[src/rtl/modsimrand_pkg.sv]
// Shared constants and types for the lagged-Fibonacci PN stream x[n] = x[n-55] + x[n-24] mod 2^32.
// Latency: n/a (package only).
// Backpressure: n/a.
package modsimrand_pkg;

    localparam int WORD_W    = 32;
    localparam int LAG_LONG  = 55;
    localparam int LAG_SHORT = 24;
    // Tap indices into the history, where hist[0] is the newest word.
    localparam int TAP_LONG  = LAG_LONG - 1;   // 54
    localparam int TAP_SHORT = LAG_SHORT - 1;  // 23

    // Word the generator emits while its register file is still at its reset value.
    localparam logic [WORD_W-1:0] RESET_WORD = 32'hFFFF_FFFF;

    typedef enum logic {
        FILL   = 1'b0,
        LOCKED = 1'b1
    } chk_state_t;

    function automatic logic [5:0] popcnt32(input logic [WORD_W-1:0] v);
        logic [5:0] c;
        c = '0;
        for (int i = 0; i < WORD_W; i++) begin
            c = c + {5'b0, v[i]};
        end
        return c;
    endfunction

endpackage

[src/rtl/modsimrand_hist.sv]
// 55-deep x 32-bit history shift register mirroring the PN generator's register file.
// Latency: shifted word visible on the taps one cycle after shift_en_i.
// Backpressure: none; shift_en_i simply freezes the contents.
//
// Ports:
//   clk, rst_n      clock, asynchronous active-low reset (clears all entries)
//   shift_en_i      shift shift_dat_i into entry 0, older entries move down by one
//   shift_dat_i     word to insert as the newest entry
//   tap_long_o      entry 54 (the x[n-55] term)
//   tap_short_o     entry 23 (the x[n-24] term)
module modsimrand_hist
    import modsimrand_pkg::*;
(
    input  logic              clk,
    input  logic              rst_n,
    input  logic              shift_en_i,
    input  logic [WORD_W-1:0] shift_dat_i,
    output logic [WORD_W-1:0] tap_long_o,
    output logic [WORD_W-1:0] tap_short_o
);

    logic [WORD_W-1:0] hist_q [LAG_LONG];

    always_ff @(posedge clk or negedge rst_n) begin
        if (!rst_n) begin
            for (int i = 0; i < LAG_LONG; i++) begin
                hist_q[i] <= '0;
            end
        end else if (shift_en_i) begin
            hist_q[0] <= shift_dat_i;
            for (int i = 1; i < LAG_LONG; i++) begin
                hist_q[i] <= hist_q[i-1];
            end
        end
    end

    assign tap_long_o  = hist_q[TAP_LONG];
    assign tap_short_o = hist_q[TAP_SHORT];

endmodule

[config.mk]
export PLATFORM = sky130hd
export DESIGN_NAME = modsimrand_hist
export DESIGN_NICKNAME = d
export VERILOG_FILES = /design/src/rtl/modsimrand_pkg.sv /design/src/rtl/modsimrand_hist.sv
export SDC_FILE = /design/constraint.sdc
export NUM_CORES = 2
export LEC_CHECK = 0
export BUFFER_PORTS_ARGS = -buffer_cell sky130_fd_sc_hd__buf_2
export CELL_PAD_IN_SITES_DETAIL_PLACEMENT = 1
export CELL_PAD_IN_SITES_GLOBAL_PLACEMENT = 2
export CORE_AREA = 2 2 402 404
export DETAILED_ROUTE_END_ITERATION = 8
export DIE_AREA = 0 0 404 406
export PLACE_DENSITY = 0.8
export SLEW_MARGIN = 20
export SYNTH_ARGS = -nofsm -noshare
export SYNTH_HDL_FRONTEND = slang
export SYNTH_SLANG_ARGS = --single-unit
[constraint.sdc]
create_clock -name clk -period 2.2 [get_ports clk]
set_input_delay 0.11 -clock clk [delete_from_list [all_inputs] [get_ports clk]]
set_output_delay 0.11 -clock clk [all_outputs]
set_load 0.03 [all_outputs]
# After elaboration in Yosys (flattened, before gate mapping)
# Index checks and enable logic that the tools add are counted.
# totals
register_bits	1760
in_bits	35

# Longest topological paths before layout
# logic_depth
depth_word	0
mapped_depth	5

# Least setup slack after synthesis
# No wires, ideal clock.
# synth_path
path_kind	input-to-reg
startpoint	input shift_en_i
endpoint	register hist_q[1203] (netlist name)
slack_ps	1098
arrival_ps	977
setup_ps	125
n_path_buf	4
required_ps	2075
stages	5
path_cell_list	buf_6 -> buf_12 -> buf_6 -> buf_8 -> mux2_4
# synth_rtl
item	line	rtl
start, declared	modsimrand_hist.sv:16	input logic shift_en_i,
end signal, assigned by index	modsimrand_hist.sv:32	hist_q[i] <= hist_q[i-1];
end, declared	modsimrand_hist.sv:22	logic [WORD_W-1:0] hist_q [LAG_LONG];
# No word-level cell between the ends.

# Final worst setup path
# layout_path
startpoint	register hist_q (netlist bit tap_short_o[14])
endpoint	output tap_short_o[14]
# layout_rtl
item	line	rtl
end, declared	modsimrand_hist.sv:19	output logic [WORD_W-1:0] tap_short_o
# No word-level cell between the ends.

==> metrics <==
Final setup viols 0; syn nets around 3800; drt pass-1 iters 4; vias in the first global route 35210; cts bufs inserted roughly 170; HPWL after detailed placement about 71000 microns; top cells by area, synth dfrtp_1 62%, mux2_4 29%, mux2_2 5.7%; first-pass GRT wire length approximately 200000 microns; Total Die Area 164000 sq um; Num Clock Sinks 1760; DR vias/cell 4.903; IO Count 99; Min-Delay Path Class primary input to asynchronous set/reset pin; CTS tree yes; # rows 147; peak supply drop 0.0008263 V; root buffer cell clkbuf_16; RSZ-0062 raised after global routing false; Worst-Margin Slew 0.7009 ns; Synth Warn # 0; Placer Congestion slightly below 0.7; Die Span Y 406 microns; critical path cell sequence buf_2; antenna viol nets, final 0; Tot GR Track Use 0.1486; slowest CP cell dfrtp_1; Synth Cell Area 71610 sq um; Worst R2R Start tap_short_o[3]; antenna cells 0; cell taking the most area after synthesis dfrtp_1; share of cells above drive strength 1 0.5532; clock-pin slew on the worst setup and hold paths approximately 0.06 ns; Final min period 1.676 ns; syn avg cell area about 19 sq um; final period utilization 0.7616; crit path from tap_short_o[14]; Yosys top cell area share 0.6151; Critical Path End Type output port; Area after DPL 74240 sq um; DR DRC count 0; relative slew slack 0.5327; post-synthesis cell type count 8; Fin Setup TNS 0 ns; Die X 404 microns; Synth Instances around 3800; CTS Buffer Depth 3; filler cell count 14490; register area share after synthesis 0.6151; commonest non-fill, non-tap cells in the layout 1760 x dfrtp_1, 1400 x mux2_4, 360 x mux2_2; Critical path buffers and inverters 1; startpoint class of the critical path flip-flop; Overflow after GRT 0; Worst EP required 2.09 ns; critical setup path kind flip-flop to output port; Final #Nets 4015; CP Data Arrival Time around 1.6 ns; commonest non-fill, non-tap cell in the layout dfrtp_1; Worst-Skew Late Latency a little under 0.8 ns; Worst Skew between 0.02 and 0.03 ns; Area Growth Syn to Fin 12.23%; fmax 0.5968 GHz; Worst path max stage delay 0.52 ns; Synth Register Bits 1760; status finished, final reports clean; final wirelength 118700 microns; Iter 0 DRT Violations 1341; initial antenna violation count 0; endpoints failing hold 0; H-tree depth 4; vias between 30000 and 40000; top cell family by delay on the critical path flip-flops; Crit Path Max Fanout 3; drt wl/cell 19.12 microns; total core area 159600 sq um; setup bufs post-CTS 0; Initial Utilization 0.4485; maxcap violations 0; WHS between 0.09 and 0.1 ns; Lkg Pwr 40.75 nW; max-slew violations 0; Port Buffers 98; largest net degree at the start of global routing roughly 140; Power Density around 1100 nW/um^2; cell area after layout around 80000 sq um
==> timing repair <==
item                       in CTS  in global routing
hold buffers                   35                  0
hold endpoints to repair     1808                  0
gates resized for setup         0                  0
setup endpoints to repair       0                  0
==> cell families after synthesis <==
| family | after synthesis | share of synthesized area |
|---|---|---|
| multiplexers | 1760 | 0.3502 |
| flip-flops | 1760 | 0.6151 |
| buffers and inverters | 260 | 0.03477 |
==> final cells by class <==
| type | instances | area (sq um) | share of cell area |
|---|---|---|---|
| well taps | 2086 | 2610 | 0.03248 |
| clock buffers | 263 | 5141 | 0.06397 |
| multi-input cells | 1760 | 25070 | 0.3120 |
| repair buffers | 284 | 2868 | 0.03568 |
| clock inverters | 53 | 630.6 | 0.007847 |
| flip-flops and latches | 1760 | 44040 | 0.5480 |
==> registers in the layout (all words and copies together), names as in the netlist <==
name,flops
tap_long_o,32
tap_short_o,32
hist_q,1696
==> power by group <==
part	internal (mW)	total (mW)	switching, mW
clock network	17.3	29.8	12.4
logic	10.8	15.1	4.30
registers	39.8	45.1	5.28
==> through the flow <==
stage	total power [mW]	std cells	utilization	setup WS [ns]
2_1_floorplan	56.57	3780	-	1.098
3_3_place_gp	59.88	5855	0.4650	0.6361
3_5_place_dp	60.75	5855	0.4650	0.5994
4_1_cts	91.55	6206	0.5034	0.4404
5_1_grt	94.37	6206	0.5034	0.4786
6_report	89.98	6206	0.5034	0.5245
==> layer usage <==
layer	track usage	vias to the layer above	part of all wire
li1	-	13590	-
met1	0.1881	16410	0.43
met2	0.2621	261	0.53
met3	0.02421	164	0.025
met4	0.04288	0	0.020
met5	0	-	0
==> synthesized netlist by cell type <==
cell type / number
buf_6: 146
mux2_2: 360
buf_12: 1
dfrtp_1: 1760
buf_2: 39
mux2_4: 1400
buf_4: 64
buf_8: 10
==> worst paths after layout <==
kind	endpoint	slack [ns]	depth (start not counted)
worst max-delay path	tap_short_o[14]	0.52	1
worst min-delay path	hist_q[721]	0.09	3
worst max register to register	tap_short_o[3]	1.29	1
worst min register to register	hist_q[1102]	0.49	1
max in group asynchronous	hist_q[990]	1.10	3
min in group clk	hist_q[1749]	0.11	3
Power figures use the tool's default switching activity.
